==> config.mk <==
export PLATFORM = sky130hd
export DESIGN_NAME = e_m_pipe_reg
export DESIGN_NICKNAME = d
export VERILOG_FILES = /design/src/rtl/e_m_pipe_reg_pkg.sv /design/src/rtl/e_m_pipe_reg_md_hazard_det.sv /design/src/rtl/e_m_pipe_reg.sv
export SDC_FILE = /design/constraint.sdc
export NUM_CORES = 1
export LEC_CHECK = 0
export ABC_AREA = 1
export CORE_ASPECT_RATIO = 1.75
export CORE_MARGIN = 5
export CORE_UTILIZATION = 41
export DETAILED_ROUTE_END_ITERATION = 16
export MAX_ROUTING_LAYER = met4
export PLACE_DENSITY = 0.92
export SYNTH_ARGS = -nofsm -noshare
export SYNTH_HDL_FRONTEND = slang
export SYNTH_SLANG_ARGS = --single-unit
==> constraint.sdc <==
create_clock -name clk -period 2.03 [get_ports clk]
set_input_delay 0.406 -clock clk [delete_from_list [all_inputs] [get_ports clk]]
set_output_delay 0.406 -clock clk [all_outputs]
set_load 0.01 [all_outputs]
==> src/rtl/e_m_pipe_reg_pkg.sv <==
// ---------------------------------------------------------------------------
// e_m_pipe_reg_pkg
// Shared definitions for the E/M pipeline boundary: multiply/divide op codes
// (also used by the multiply/divide unit and the decoder), memory-op code
// width and default datapath widths.
// ---------------------------------------------------------------------------
package e_m_pipe_reg_pkg;

    localparam int DW_DEF    = 32;
    localparam int RW_DEF    = 5;
    localparam int MEM_CTL_W = 4;
    localparam int MD_TYPE_W = 4;

    typedef enum logic [MD_TYPE_W-1:0] {
        MD_NONE  = 4'd0,
        MD_DIV   = 4'd1,
        MD_DIVU  = 4'd2,
        MD_MULT  = 4'd3,
        MD_MULTU = 4'd4,
        MD_MFHI  = 4'd5,
        MD_MFLO  = 4'd6,
        MD_MTHI  = 4'd7,
        MD_MTLO  = 4'd8,
        MD_MSUB  = 4'd9
    } md_type_e;

endpackage

==> src/rtl/e_m_pipe_reg_md_hazard_det.sv <==
// ---------------------------------------------------------------------------
// md_hazard_det
// Combinational multiply/divide structural-hazard detector.
// Ports:
//   reset      in  active-low reset; forces stall_req low while asserted
//   e_valid    in  E stage holds a real instruction
//   e_md_type  in  multiply/divide op code of the E instruction
//   md_busy    in  multiply/divide unit is computing
//   m_hold     in  M stage cannot accept new data
//   md_haz     out E instruction must wait for the unit
//   stall_req  out upstream stages must freeze
// ---------------------------------------------------------------------------
module md_hazard_det
    import e_m_pipe_reg_pkg::*;
(
    input  logic                 reset,
    input  logic                 e_valid,
    input  logic [MD_TYPE_W-1:0] e_md_type,
    input  logic                 md_busy,
    input  logic                 m_hold,
    output logic                 md_haz,
    output logic                 stall_req
);

    // Any md op waits on Busy; the issuing op sees Busy low in its own cycle.
    assign md_haz    = e_valid & md_busy & (e_md_type != MD_NONE);
    assign stall_req = reset & (md_haz | m_hold);

endmodule

==> src/rtl/e_m_pipe_reg.sv <==
// ---------------------------------------------------------------------------
// e_m_pipe_reg
// Execute -> Memory pipeline register. Selects the E result (ALU, HI or LO),
// inserts bubbles on flush or multiply/divide hazard, honours downstream
// hold, and counts hazard stall cycles with a saturating counter.
// Ports:
//   clk, reset               clock, synchronous active-low reset
//   e_valid .. e_md_type     E-stage instruction fields
//   md_hi, md_lo, md_busy    multiply/divide unit outputs
//   e_flush                  kill the E instruction
//   m_hold                   M stage cannot accept
//   stall_req                combinational freeze request upstream
//   m_valid .. m_mem_ctl     registered M-stage fields
//   md_stall_cnt             saturating count of md hazard cycles
// ---------------------------------------------------------------------------
module e_m_pipe_reg
    import e_m_pipe_reg_pkg::*;
#(
    parameter int DW = DW_DEF,
    parameter int RW = RW_DEF,
    parameter int CW = 32
) (
    input  logic                 clk,
    input  logic                 reset,
    input  logic                 e_valid,
    input  logic [DW-1:0]        e_pc,
    input  logic [DW-1:0]        e_alu_res,
    input  logic [DW-1:0]        e_st_data,
    input  logic [RW-1:0]        e_wr_addr,
    input  logic [MEM_CTL_W-1:0] e_mem_ctl,
    input  logic [MD_TYPE_W-1:0] e_md_type,
    input  logic [DW-1:0]        md_hi,
    input  logic [DW-1:0]        md_lo,
    input  logic                 md_busy,
    input  logic                 e_flush,
    input  logic                 m_hold,
    output logic                 stall_req,
    output logic                 m_valid,
    output logic [DW-1:0]        m_pc,
    output logic [DW-1:0]        m_res,
    output logic [DW-1:0]        m_st_data,
    output logic [RW-1:0]        m_wr_addr,
    output logic [MEM_CTL_W-1:0] m_mem_ctl,
    output logic [CW-1:0]        md_stall_cnt
);

    logic          md_haz;
    logic [DW-1:0] e_res;

    md_hazard_det u_haz (
        .reset     (reset),
        .e_valid   (e_valid),
        .e_md_type (e_md_type),
        .md_busy   (md_busy),
        .m_hold    (m_hold),
        .md_haz    (md_haz),
        .stall_req (stall_req)
    );

    always_comb begin
        e_res = e_alu_res;
        case (e_md_type)
            MD_MFHI: e_res = md_hi;
            MD_MFLO: e_res = md_lo;
            default: e_res = e_alu_res;
        endcase
    end

    always_ff @(posedge clk) begin
        if (!reset) begin
            m_valid      <= 1'b0;
            m_pc         <= '0;
            m_res        <= '0;
            m_st_data    <= '0;
            m_wr_addr    <= '0;
            m_mem_ctl    <= '0;
            md_stall_cnt <= '0;
        end else begin
            // Hold freezes the counter too: those cycles are charged to M.
            if (md_haz && !m_hold && (md_stall_cnt != '1))
                md_stall_cnt <= md_stall_cnt + CW'(1);

            if (!m_hold) begin
                if (e_flush || md_haz) begin
                    // Zero wr_addr so M/W forwarding never matches a bubble.
                    m_valid   <= 1'b0;
                    m_pc      <= '0;
                    m_res     <= '0;
                    m_st_data <= '0;
                    m_wr_addr <= '0;
                    m_mem_ctl <= '0;
                end else begin
                    m_valid   <= e_valid;
                    m_pc      <= e_pc;
                    m_res     <= e_res;
                    m_st_data <= e_st_data;
                    m_wr_addr <= e_wr_addr;
                    m_mem_ctl <= e_mem_ctl;
                end
            end
        end
    end

endmodule

# Word-level counts from Yosys, hierarchy flattened
# Index checks and enable logic that the tools add are counted.
# classes
n_addsub	1
n_eq_ne	3
n_mux	7
n_bitwise	4
reduce_logical	5
# ops
cell	count
2-to-1 mux 32 bit	3
case mux 32 bit (2 select lines)	1
adder 32 x 1 -> 32 bit, second input constant	1
!= test 32 bit, second input constant	1
== test 4 x 3 -> 1 bit, second input constant	2
2-to-1 mux 5 bit	1
2-to-1 mux 4 bit	1
nonzero test 4 bit	1
AND 1 bit	3
logical AND 1 bit	2
logical NOT 1 bit	1
logical OR 1 bit	1
2-to-1 mux 1 bit	1
bitwise OR 1 bit	1
# totals
ff_bits	138
in_bits	179
output_inout_bits	139

# Logic depth before layout (Yosys ltp)
# Gate-level depths: netlist of the first run.
# logic_depth
word_depth	4
ltp_mapped	12
ltp_nobuf	11

# By module
# From an unflattened synthesis of the first run, not the netlist that was laid out.
# unflattened
cells_unflattened	1014
area_unflattened_um2	6434.9
# modules_own_cells
module	instances	cells_each	area_per_inst_um2
e_m_pipe_reg	1	1004	6389.9
md_hazard_det	1	10	45.0

# Worst setup path after synthesis of the first run
# OpenSTA, ideal clock, no wires.
# synth_path
kind	register to register
start	register md_stall_cnt[0]
end	register md_stall_cnt[29]
setup_ps	115
t_arrival_ps	1465
required_ps	1915
setup_slack_ps	450
path_stages_with_launch	10
period_less_slack_ps	1580
cell_sequence	dfxtp_1 > ha_1 > nand2_1 > nor2_4 > nand2_1 > nor2_2 > nand3b_4 > buf_6 > a21oi_1 > nor2_1
# synth_via
elab_chain_len	2
word_cells_on_any_way	3
classes_between	add/sub (1); eq/ne (1); reduce/logical (1)
# synth_lines
element	line	text
start, declared	e_m_pipe_reg.sv:44	output logic [CW-1:0] md_stall_cnt
start signal, assigned	e_m_pipe_reg.sv:81	md_stall_cnt <= md_stall_cnt + CW'(1);
branches (longest 2 deep; another with adder 32 x 1 -> 32 bit)	-	
# Parallel ways; which one is timed is not known.
# A chain may end at the register's enable or synchronous reset.

# Worst setup path in the final report of the first run
# layout_path
start	input port e_md_type[2]
end	output port stall_req
# layout_via
elab_chain_len	4
# layout_lines
element	line	text
start, declared	e_m_pipe_reg.sv:31	input logic [MD_TYPE_W-1:0] e_md_type,
nonzero test 4 bit	e_m_pipe_reg_md_hazard_det.sv:26	assign md_haz = e_valid & md_busy & (e_md_type != MD_NONE);
AND 1 bit	e_m_pipe_reg_md_hazard_det.sv:26	
bitwise OR 1 bit	e_m_pipe_reg_md_hazard_det.sv:27	assign stall_req = reset & (md_haz | m_hold);
AND 1 bit	e_m_pipe_reg_md_hazard_det.sv:27	
end, declared	e_m_pipe_reg.sv:37	output logic stall_req,
# Every way passes these cells.

==> results.py, run 1 <==
metrics = {
    "pwr": {
        "ir_drop_mv": 0.460,
        "p_total_uw": 6800,
        "clkPwrFrac": 0.447,
        "p_leak_uw": 0.00390,
        "power.net_switching_uw": 1660,
        "intPower_uw": 5140,
        "power_frac_comb": 0.138,
        "p_sw_frac": 0.244,
        "p_per_area_nw_per_um2": 655,
        "seq_power_share": 0.415,
    },
    "sta": {
        "clock_skew_ns": 0.00710,
        "finalCritPeriodShare": 0.958,
        "setup_viol": 0,
        "max_freq_mhz": 514,
        "layout_min_cycle_time_ns": 1.95,
        "worst_pin_slew_ns": 0.667,
        "hold_ws_ns": 0.461,
        "slew_violations": 0,
        "hold_viol": 0,
        "relSlewSlack": 0.555,
        "setup_ws_ns": 0.0846,
        "rsz0062_at_grt": "false",
    },
    "routing": {
        "vias": 7581,
        "totalWireLength_um": 23500,
        "dr.pass1.iters": 7,
        "ant_nets": 0,
        "viasPerCell": 5.22,
        "drt-initial-drc-count": 301,
        "wire_per_inst_um": 16.2,
        "drc": 0,
    },
    "synth": {
        "synth_cell_types": 25,
        "syn_nets": 1118,
        "ys_ff_latch": 138,
        "synth_seq_area_share": 0.436,
        "syn_inst": 938,
        "syn_area_um2": 6330,
        "syn_area_per_cell_um2": 6.75,
        "ys.warnings.count": 0,
    },
    "layout": {
        "final_cell_area_um2": 10400,
        "fill_cells": 1151,
        "area_delta_synth_final_pct": 63.8,
        "most-common-layout-cells": "344 x nand2_1, 314 x clkdlybuf4s50_1, 138 x dfxtp_1, 122 x a21oi_1, 79 x nor2_1",
        "fin_nets": 1432,
        "mostFrequentLayoutCell": "nand2_1",
        "drive_above_1_share": 0.0672,
        "regArea_um2": 2760,
        "multi_input_area_um2": 3050,
        "post-route-util": 0.677,
        "n_antenna_cell": 0,
    },
    "global_routing": {
        "grt_pass1_vias": 7484,
        "track_usage": 0.256,
        "gr-total-overflow": 0,
        "use_met2": 0.438,
        "grt.met1_usage": 0.247,
        "grt_start_max_net_pins": 107,
        "met3_usage": 0.0639,
        "busiest_layer": "met2",
        "grt_antenna_before_repair": 0,
        "grt_pass1_wl_um": 36600,
    },
    "place": {
        "portBuffers": 317,
        "place_area_um2": 9790,
        "place_hpwl_um": 17900,
        "pre_cts_slack_ns": -0.269,
        "place.gp.congestion": 0.964,
    },
    "clock_network": {
        "clock-root-buffer": "clkbuf_16",
        "clk_path_buf_depth": 2,
        "cts_buffers": 17,
        "h-tree-depth": 4,
        "cts_tree": "done",
        "cts_hold_buf": 0,
        "cts.reportedPaths.clkPinSlew_ns": 0.06,
        "clkLatencyLatePin_ns": 0.41,
        "clock-sinks": 138,
    },
    "setup_path": {
        "cp_top_family": "buffers and inverters",
        "path_max_fanout": 3,
        "cp_slowest_stage_delay_ns": 0.50,
        "worst_path_most_repeated_cell": "nand2_1",
        "path_cells": "clkdlybuf4s50_1, nor2_1, nand2_1, nand2_1, a21oi_1, clkdlybuf4s15_1",
        "end_kind": "output pin",
        "crit_buf_inv": 2,
        "cp_slowest_cell": "clkdlybuf4s50_1",
        "crit_required_ns": 1.62,
        "worstSetupPathType": "primary input to output pin",
        "cp-start-kind": "primary input",
        "arrival_ns": 1.54,
    },
    "floorplanning": {
        "start_util": 0.413,
        "boundaryPins": 318,
        "die_area_um2": 18100,
        "die_h_um": 174,
        "rows": 60,
        "die_w_um": 104,
        "core_um2": 15300,
    },
    "hold_path": {
        "min_path_type": "flop to flop",
    },
    "job": {
        "cap_violations": 0,
    },
    "run_status": {
        "status": "finished, final reports clean",
    },
}
## final cells by class
type	count	area share
Clock buffer	21	0.0454
Clock inverter	11	0.0106
Inverter	63	0.0229
Multi-Input combinational cell	682	0.294
Sequential cell	138	0.266
Tap cell	186	0.0224
Timing Repair Buffer	350	0.338
## worst reg2reg max path: stages, from the launching register on
cell and delay [ns]:
dfxtp_1 0.38, ha_1 0.19, nand2_1 0.10, nor2_4 0.16, nand2_1 0.09, nor2_2 0.21
nand2_2 0.17, buf_12 0.20, nand3_1 0.15, nand2_1 0.07, nand2_1 0.06, nor2_1 0.04
## synthesized netlist by cell type
master,n,area [um2]
nand2_1,345,1290
buf_2,14,70.1
a31oi_1,7,43.8
buf_4,1,7.51
nand3_1,64,320
inv_1,60,225
o21ai_0,2,10.0
nand3b_1,2,15.0
nand2_4,1,11.3
nor3_1,2,10.0
nand3b_4,1,20.0
ha_1,1,12.5
inv_2,3,11.3
a21oi_1,122,611
o211ai_1,32,240
nand4_1,10,62.6
nand3_2,1,10.0
clkbuf_1,31,116
buf_1,2,7.51
buf_6,7,78.8
xnor2_1,1,8.76
nor2_1,79,297
dfxtp_1,138,2760
nor2_2,10,62.6
nor2_4,2,22.5
## sequential cells by signal, indices dropped and copies added (netlist names)
name	flops
m_wr_addr	5
m_pc	32
m_mem_ctl	4
m_st_data	32
m_valid	1
md_stall_cnt	32
m_res	32
## metal layers
| metal | part of all wire | up-vias | wire length [um] |
|---|---|---|---|
| met5 | 0 | - | 0 |
| li1 | - | 3649 | - |
| met4 | 0.073 | 0 | 1720 |
| met2 | 0.51 | 404 | 12100 |
| met1 | 0.33 | 3420 | 7810 |
| met3 | 0.080 | 108 | 1870 |
## repair_timing
action / 4_1_cts / 5_1_grt
buffers inserted: 0 / 0
endpoints found under the hold margin: 0 / 0
gates resized for setup: 2 / 2
endpoints found under the setup margin: 1 / 10
## logic make-up (layout without fill, tap and decap cells)
| kind of cell | Yosys count | in the layout | share of synthesized area |
|---|---|---|---|
| AND/OR/NAND/NOR | 517 | 517 | 0.336 |
| AO/OA/AOI/OAI | 163 | 163 | 0.143 |
| flip-flops | 138 | 138 | 0.436 |
| buffers and inverters | 118 | 445 | 0.0816 |
| adder cells (fa/ha/maj) | 1 | 1 | 0.00198 |
| XOR/XNOR | 1 | 1 | 0.00138 |
## power by group through the flow
stage                     Sequential [uW]  Combinational [uW]  Clock (uW)
after floorplan                      2910                 294           0
final                                2820                 940        3040
after global routing                 2830                1010        3210
after global placement               2880                 925           0
after detailed placement             2880                 939           0
after CTS                            2820                 941        3090
## through the flow
step                cells  TNS [ns]
CTS                  1451         0
finish               1451         0
floorplan             938         0
global placement     1419     -3.82
global route         1451         0
detailed placement   1419    -10.89
## path summary, 6_finish.rpt
path	from	slack [ns]	cells past startpoint	endpoint
worst max register to register	md_stall_cnt[1]$_SDFFE_PN0P_	0.12	11	md_stall_cnt[22]$_SDFFE_PN0P_
worst min register to register	m_res[13]$_SDFFE_PN0N_	0.46	2	m_res[13]$_SDFFE_PN0N_
worst min-delay path	m_res[13]$_SDFFE_PN0N_	0.46	2	m_res[13]$_SDFFE_PN0N_
worst max-delay path	e_md_type[2]	0.08	6	stall_req
Power figures use the tool's default switching activity.
==> inputs of run 2 (changes only) <==
--- a/config.mk
+++ b/config.mk
@@ -6,12 +6,14 @@
 export NUM_CORES = 1
 export LEC_CHECK = 0
 export ABC_AREA = 1
+export CELL_PAD_IN_SITES_DETAIL_PLACEMENT = 0
+export CELL_PAD_IN_SITES_GLOBAL_PLACEMENT = 1
 export CORE_ASPECT_RATIO = 1.75
 export CORE_MARGIN = 5
-export CORE_UTILIZATION = 41
+export CORE_UTILIZATION = 27
 export DETAILED_ROUTE_END_ITERATION = 16
 export MAX_ROUTING_LAYER = met4
-export PLACE_DENSITY = 0.92
+export PLACE_DENSITY = 0.91
 export SYNTH_ARGS = -nofsm -noshare
 export SYNTH_HDL_FRONTEND = slang
 export SYNTH_SLANG_ARGS = --single-unit
==> run 2 against run 1 <==
Against the previous run: area after synthesis is the same; synthesized cell count is the same; global-route usage down 7.5 points; the flow now stops in detailed routing.
==> results.py, run 2 <==
metrics = {
    "run_status": {
        "status": "did not finish",
        "lastStage": "detailed routing",
        "firstError": "[ERROR DRT-0255] Maze Route cannot find path of net clk in worker of routeBox ( 96600 0 ) ( 125755 48300 ).",
    },
    "floorplanning": {
        "start_util": 0.272,
        "die_w_um": 126,
        "die_h_um": 213,
        "rows": 74,
        "boundaryPins": 318,
    },
    "synth": {
        "synth_area_leaders": "dfxtp_1 44%, nand2_1 20%, a21oi_1 9.6%",
        "synth_cell_types": 25,
        "synth_edf_count": 0,
        "synth_commonest_cells": "345 x nand2_1, 138 x dfxtp_1, 122 x a21oi_1, 79 x nor2_1, 64 x nand3_1",
        "synth_seq_area_share": 0.436,
        "syn_inst": 938,
        "ys_ff_latch": 138,
        "ys.warnings.count": 0,
        "synth_ff_type": "dfxtp_1",
        "syn_nets": 1118,
        "yosys.area.top_type": "dfxtp_1",
        "syn_area_per_cell_um2": 6.75,
        "syn_area_um2": 6330,
        "synth.top_cell.area_share": 0.436,
        "synthArstFlopShare": 0,
        "yosysMostFrequentCell": "nand2_1",
    },
    "place": {
        "place_hpwl_um": 18800,
        "place.gp.congestion": 0.920,
        "portBuffers": 317,
    },
    "global_routing": {
        "grt_pass1_wl_um": 36300,
        "grt_start_max_net_pins": 107,
        "gr-total-overflow": 0,
        "grt_antenna_before_repair": 0,
        "grt_pass1_vias": 6903,
        "track_usage": 0.180,
    },
    "clock_network": {
        "clk_path_buf_depth": 2,
        "clock-sinks": 138,
        "h-tree-depth": 4,
        "cts_hold_buf": 0,
        "cts_buffers": 17,
        "clock-root-buffer": "clkbuf_16",
    },
}
[run 2: what timing repair did]
action | 4_1_cts | 5_1_grt
setup buffers | 0 | 0
endpoints found under the setup margin | 1 | 0
gates resized for setup | 1 | 0
[run 2: kinds of logic after synthesis]
logic type	Yosys count	synth area share
buf+inv	118	0.0816
compound gates	163	0.143
fa+ha+maj	1	0.00198
xor+xnor	1	0.00138
flops	138	0.436
simple gates	517	0.336
[run 2: metal layers]
metal,track usage
met1,0.171
met2,0.334
met3,0.0533
met4,0.0815
met5,-
[run 2: per-stage QoR]
| step | worst slack (ns) | area, um2 | utilization | hold WS, ns | std cells |
|---|---|---|---|---|---|
| global route | 0.0193 | 10600 | 0.454 | 0.475 | 1570 |
| CTS | 0.0716 | 10600 | 0.454 | 0.461 | 1570 |
| detailed placement | -0.188 | 9960 | 0.429 | 0.453 | 1538 |
| global placement | -0.205 | 9960 | 0.429 | 0.449 | 1538 |
| floorplan | 0.450 | 6330 | - | 0.481 | 938 |
==> inputs of run 3 (changes only) <==
==> config.mk (replaced) <==
export PLATFORM = sky130hd
export DESIGN_NAME = e_m_pipe_reg
export DESIGN_NICKNAME = d
export VERILOG_FILES = /design/src/rtl/e_m_pipe_reg_pkg.sv /design/src/rtl/e_m_pipe_reg_md_hazard_det.sv /design/src/rtl/e_m_pipe_reg.sv
export SDC_FILE = /design/constraint.sdc
export NUM_CORES = 1
export LEC_CHECK = 0
export ABC_AREA = 1
export CORE_MARGIN = 5
export CORE_UTILIZATION = 35
export DETAILED_ROUTE_END_ITERATION = 16
export PLACE_DENSITY_LB_ADDON = 0.15
export SYNTH_ARGS = -nofsm -noshare
export SYNTH_HDL_FRONTEND = slang
export SYNTH_SLANG_ARGS = --single-unit
==> run 3 against run 2 <==
Against the previous run: the run now ends clean; global-route usage up 3.8 points.
==> results.py, run 3 (synthesis results as in run 1) <==
metrics = {
    "routing": {
        "dr.pass1.iters": 5,
        "viasPerCell": 4.76,
        "vias": 7085,
        "wire_per_inst_um": 15.7,
        "drt-initial-drc-count": 362,
        "drc": 0,
        "totalWireLength_um": 23300,
        "ant_nets": 0,
    },
    "place": {
        "pre_cts_slack_ns": -0.334,
        "portBuffers": 317,
        "place_hpwl_um": 17700,
        "place.gp.congestion": 0.850,
    },
    "layout": {
        "regArea_um2": 2760,
        "drive_above_1_share": 0.0659,
        "mostFrequentLayoutCell": "nand2_1",
        "fin_nets": 1427,
        "most-common-layout-cells": "344 x nand2_1, 315 x clkdlybuf4s50_1, 138 x dfxtp_1, 122 x a21oi_1, 78 x nor2_1",
        "area_delta_synth_final_pct": 63.9,
        "multi_input_area_um2": 3060,
        "fill_cells": 1697,
    },
    "setup_path": {
        "path_cells": "clkdlybuf4s50_1, nor2_2, nand2_2, nand2_1, a21oi_1, clkdlybuf4s15_2",
        "end_kind": "output pin",
        "rrSetupSlack_ns": 0.23,
        "r2r_end": "md_stall_cnt[22]$_SDFFE_PN0P_",
        "cp-start-kind": "primary input",
        "arrival_ns": 1.53,
        "cp_slowest_cell": "clkdlybuf4s50_1",
        "path_max_fanout": 2,
        "worstSetupPathType": "primary input to output pin",
        "r2r_cells": 11,
        "r2r-start": "md_stall_cnt[0]$_SDFFE_PN0P_",
        "cp_slowest_stage_delay_ns": 0.49,
        "crit_required_ns": 1.62,
        "startpoint": "e_md_type[0]",
    },
    "pwr": {
        "p_leak_uw": 0.00388,
        "power.net_switching_uw": 1650,
        "p_per_area_nw_per_um2": 661,
        "intPower_uw": 5210,
        "seq_power_share": 0.411,
        "clkPwrFrac": 0.455,
        "ir_drop_mv": 0.557,
        "power_frac_comb": 0.134,
        "p_sw_frac": 0.240,
    },
    "clock_network": {
        "clock-root-buffer": "clkbuf_16",
        "cts_buffers": 17,
        "cts_setup_buffers": 0,
        "clock-sinks": 138,
        "cts.reportedPaths.clkPinSlew_ns": 0.06,
        "clk_path_buf_depth": 2,
        "cts_hold_buf": 0,
        "h-tree-depth": 4,
        "clkLatencyLatePin_ns": 0.41,
        "cts_tree": "done",
        "post_cts_resize_count": 3,
    },
    "floorplanning": {
        "boundaryPins": 318,
        "die_w_um": 144,
        "die_area_um2": 20900,
        "rows": 49,
        "start_util": 0.354,
        "die_h_um": 144,
        "core_um2": 17900,
    },
    "hold_path": {
        "hold_end": "m_st_data[18]$_SDFFE_PN0N_",
        "min_from": "m_st_data[18]$_SDFFE_PN0N_",
        "holdPathStages": 2,
        "min_path_type": "flop to flop",
    },
    "sta": {
        "finalCritPeriodShare": 0.956,
        "relSlewSlack": 0.246,
        "layout_min_cycle_time_ns": 1.94,
        "slew_violations": 0,
        "worst_pin_slew_ns": 1.13,
        "setup_viol": 0,
        "hold_viol": 0,
        "setup_ws_ns": 0.0901,
        "clock_skew_ns": 0.0125,
        "fin_setup_tns_ns": 0,
        "rsz0062_at_grt": "false",
        "max_freq_mhz": 515,
    },
    "global_routing": {
        "grt_pass1_vias": 6620,
        "grt_antenna_before_repair": 2,
        "track_usage": 0.218,
        "gr-total-overflow": 0,
        "grt_start_max_net_pins": 107,
        "grt_pass1_wl_um": 35200,
    },
    "job": {
        "cap_violations": 0,
    },
    "run_status": {
        "status": "finished, final reports clean",
    },
}
run 3: power groups by stage:
stage	combinational (uW)	sequential, uW	clock [uW]
floorplan	294	2910	0
global placement	925	2880	0
detailed placement	928	2880	0
CTS	931	2820	3210
global route	1000	2830	3310
finish	920	2820	3120
run 3: worst max-delay path by stage:
| stage | cells after the start | endpoint |
|---|---|---|
| 6_report | 6 | stall_req |
| 5_1_grt | 6 | stall_req |
| 4_1_cts | 6 | stall_req |
| 3_5_place_dp | 6 | stall_req |
| 3_3_place_gp | 6 | stall_req |
| 2_1_floorplan | 9 | md_stall_cnt[29]$_SDFFE_PN0P_ |
run 3: final cells by class:
| type | instances | area share |
|---|---|---|
| repair buffers | 345 | 0.331 |
| multi-input cells | 682 | 0.295 |
| flip-flops and latches | 138 | 0.266 |
| clock buffers | 19 | 0.0437 |
| well taps | 229 | 0.0276 |
| inverters | 63 | 0.0229 |
| clock inverters | 13 | 0.0137 |
| diodes | 1 | 0.000241 |
run 3: routing by layer:
metal / part of all wire / track usage / vias up
met4: 0.031 / 0.100 / 2
li1: - / - / 3649
met5: 0.00051 / 0 / -
met1: 0.38 / 0.248 / 3152
met2: 0.49 / 0.359 / 235
met3: 0.093 / 0.0880 / 47
run 3: critical path, delay by kind of cell:
family          cells  cell delay, ns
buf+inv             2            0.75
simple gates        3            0.25
compound gates      1            0.12
run 3: per-stage QoR:
stage | instance area, um2 | total power, uW | instances | utilization | hold slack, ns
floorplan | 6330 | 3210 | 938 | - | 0.481
global placement | 9770 | 3800 | 1457 | 0.546 | 0.441
detailed placement | 9770 | 3810 | 1457 | 0.546 | 0.451
CTS | 10400 | 6960 | 1489 | 0.579 | 0.464
global route | 10400 | 7140 | 1490 | 0.579 | 0.478
finish | 10400 | 6860 | 1490 | 0.579 | 0.461
==> inputs of run 4 (changes only) <==
--- a/config.mk
+++ b/config.mk
@@ -6,10 +6,12 @@
 export NUM_CORES = 1
 export LEC_CHECK = 0
 export ABC_AREA = 1
+export CORE_ASPECT_RATIO = 0.7
 export CORE_MARGIN = 5
 export CORE_UTILIZATION = 35
 export DETAILED_ROUTE_END_ITERATION = 16
-export PLACE_DENSITY_LB_ADDON = 0.15
+export PLACE_DENSITY = 0.71
+export SETUP_SLACK_MARGIN = 0.5
 export SYNTH_ARGS = -nofsm -noshare
 export SYNTH_HDL_FRONTEND = slang
 export SYNTH_SLANG_ARGS = --single-unit
==> run 4 against run 3 <==
Against the previous run: clock power down 5%; die area up 0.20%; worst setup slack better by 0.31 ns; sequential power about the same; combinational power up 3.7%; clock skew up 0.0020 ns; global-route usage up 2.7 points; final cell count up 2.6%; critical path depth up 4; critical path type is now flop to flop.
==> results.py, run 4 (synthesis results as in run 1) <==
metrics = {
    "routing": {
        "dr.pass1.iters": 6,
        "vias": 7681,
        "ant_nets": 0,
        "totalWireLength_um": 26700,
        "drc": 0,
        "drt-initial-drc-count": 709,
        "wire_per_inst_um": 17.5,
        "viasPerCell": 5.02,
    },
    "run_status": {
        "status": "finished, final reports clean",
    },
    "pwr": {
        "power_frac_comb": 0.142,
        "power.net_switching_uw": 1800,
        "p_per_area_nw_per_um2": 609,
        "seq_power_share": 0.417,
        "ir_drop_mv": 0.419,
        "intPower_uw": 4920,
        "p_leak_uw": 0.00487,
        "p_sw_frac": 0.268,
        "clkPwrFrac": 0.441,
    },
    "place": {
        "pre_cts_slack_ns": -0.197,
        "place_area_um2": 9830,
        "portBuffers": 317,
        "place.gp.congestion": 0.925,
        "dp.cells": 1469,
        "place_hpwl_um": 18000,
    },
    "sta": {
        "clock_skew_ns": 0.0145,
        "max_freq_mhz": 614,
        "finalCritPeriodShare": 0.802,
        "layout_min_cycle_time_ns": 1.63,
        "setup_ws_ns": 0.401,
        "rsz0062_at_grt": "true",
        "slew_violations": 0,
        "hold_ws_ns": 0.300,
        "worst_pin_slew_ns": 0.543,
        "hold_viol": 0,
        "setup_viol": 0,
        "relSlewSlack": 0.638,
        "fin_setup_tns_ns": 0,
    },
    "global_routing": {
        "grt_pass1_wl_um": 39600,
        "grt_pass1_vias": 7195,
        "grt_antenna_before_repair": 1,
        "grt_start_max_net_pins": 107,
        "track_usage": 0.244,
        "gr-total-overflow": 0,
    },
    "layout": {
        "fill_cells": 1702,
        "mostFrequentLayoutCell": "nand2_1",
        "n_antenna_cell": 0,
        "multi_input_area_um2": 3440,
        "drive_above_1_share": 0.169,
        "regArea_um2": 2820,
        "area_delta_synth_final_pct": 74.6,
        "final_cell_area_um2": 11100,
        "stdcell_count": 1529,
        "most-common-layout-cells": "324 x nand2_1, 170 x clkdlybuf4s50_1, 126 x dlygate4sd2_1, 109 x dfxtp_1, 108 x a21oi_1",
        "fin_nets": 1460,
    },
    "setup_path": {
        "crit_required_ns": 2.34,
        "end_kind": "flop",
        "path_cells": "ha_4, nand2_4, nor2_4, buf_6, nand2_4, nor2_4, buf_6, nand3b_4, a21oi_2, nor2_1",
        "cp_slowest_stage_delay_ns": 0.36,
        "cp-start-kind": "flop",
        "worstSetupPathType": "flop to flop",
        "crit_buf_inv": 2,
        "cp_top_family": "simple AND/OR/NAND/NOR gates",
        "cp_slowest_cell": "dfxtp_2",
        "arrival_ns": 1.94,
        "path_max_fanout": 5,
    },
    "clock_network": {
        "h-tree-depth": 4,
        "clkLatencyLatePin_ns": 0.42,
        "cts_buffers": 17,
        "clk_path_buf_depth": 2,
        "cts_hold_buf": 0,
        "cts.reportedPaths.clkPinSlew_ns": 0.07,
        "clock-sinks": 138,
        "cts_tree": "done",
        "clock-root-buffer": "clkbuf_16",
    },
    "hold_path": {
        "min_path_type": "primary input to flop",
    },
    "floorplanning": {
        "boundaryPins": 318,
        "core_um2": 17900,
        "die_area_um2": 20900,
        "start_util": 0.354,
        "die_w_um": 171,
        "rows": 41,
        "die_h_um": 123,
    },
    "job": {
        "cap_violations": 0,
    },
}
run 4: cell types whose count changed in the layout (fill, tap and decap cells not counted), moves of 12 or more:
cell             change
dfxtp_1             -29
dlygate4sd2_1      +126
a21oi_1             -14
nand2_2             +16
dfxtp_2             +20
buf_6               +14
nand2_1             -20
clkdlybuf4s50_1    -145
nor2_1              -12
a21oi_2             +14
run 4: tightest hold or removal path: stages:
cell and delay (ns):
dlymetal6s2s_1 0.14, nand2_1 0.07, a21oi_1 0.05
run 4: layout make-up:
cell class | instances | share of cell area
timing repair buffer | 375 | 0.335
multi-input combinational | 685 | 0.311
sequential | 138 | 0.255
clock buffer | 17 | 0.0385
tap | 236 | 0.0267
inverter | 63 | 0.0222
clock inverter | 15 | 0.0118
run 4: worst paths after layout:
check,startpoint,to,slack (ns),depth (start not counted)
worst min register to register,m_pc[5]$_SDFFE_PN0N_,m_pc[5]$_SDFFE_PN0N_,0.46,2
worst max-delay path,md_stall_cnt[1]$_SDFFE_PN0P_,md_stall_cnt[23]$_SDFFE_PN0P_,0.40,10
worst max register to register,md_stall_cnt[1]$_SDFFE_PN0P_,md_stall_cnt[23]$_SDFFE_PN0P_,0.40,10
worst min-delay path,e_valid,m_valid$_SDFFE_PN0N_,0.30,3
run 4: power groups by stage:
stage / sequential [uW] / combinational [uW] / clock, uW
after floorplan: 2910 / 294 / 0
after global placement: 2880 / 932 / 0
after detailed placement: 2880 / 936 / 0
after CTS: 2820 / 946 / 3030
after global routing: 2810 / 1030 / 3160
final: 2810 / 954 / 2970
run 4: what timing repair did:
item / 4_1_cts / 5_1_grt
setup endpoints to repair: 264 / 152
pin swaps: 26 / 35
buffers inserted: 13 / 4
gates cloned: 11 / 0
gates resized for setup: 240 / 90
run 4: layer usage:
layer	track usage	share of wire
met1	0.303	0.41
met2	0.406	0.48
met3	0.0811	0.097
met5	0	0.00052
met4	0.0748	0.020
run 4: through the flow:
stage               total power, uW   util
finish                         6730  0.617
global route                   7000  0.617
CTS                            6790  0.604
detailed placement             3820  0.549
global placement               3810  0.549
floorplan                      3210      -
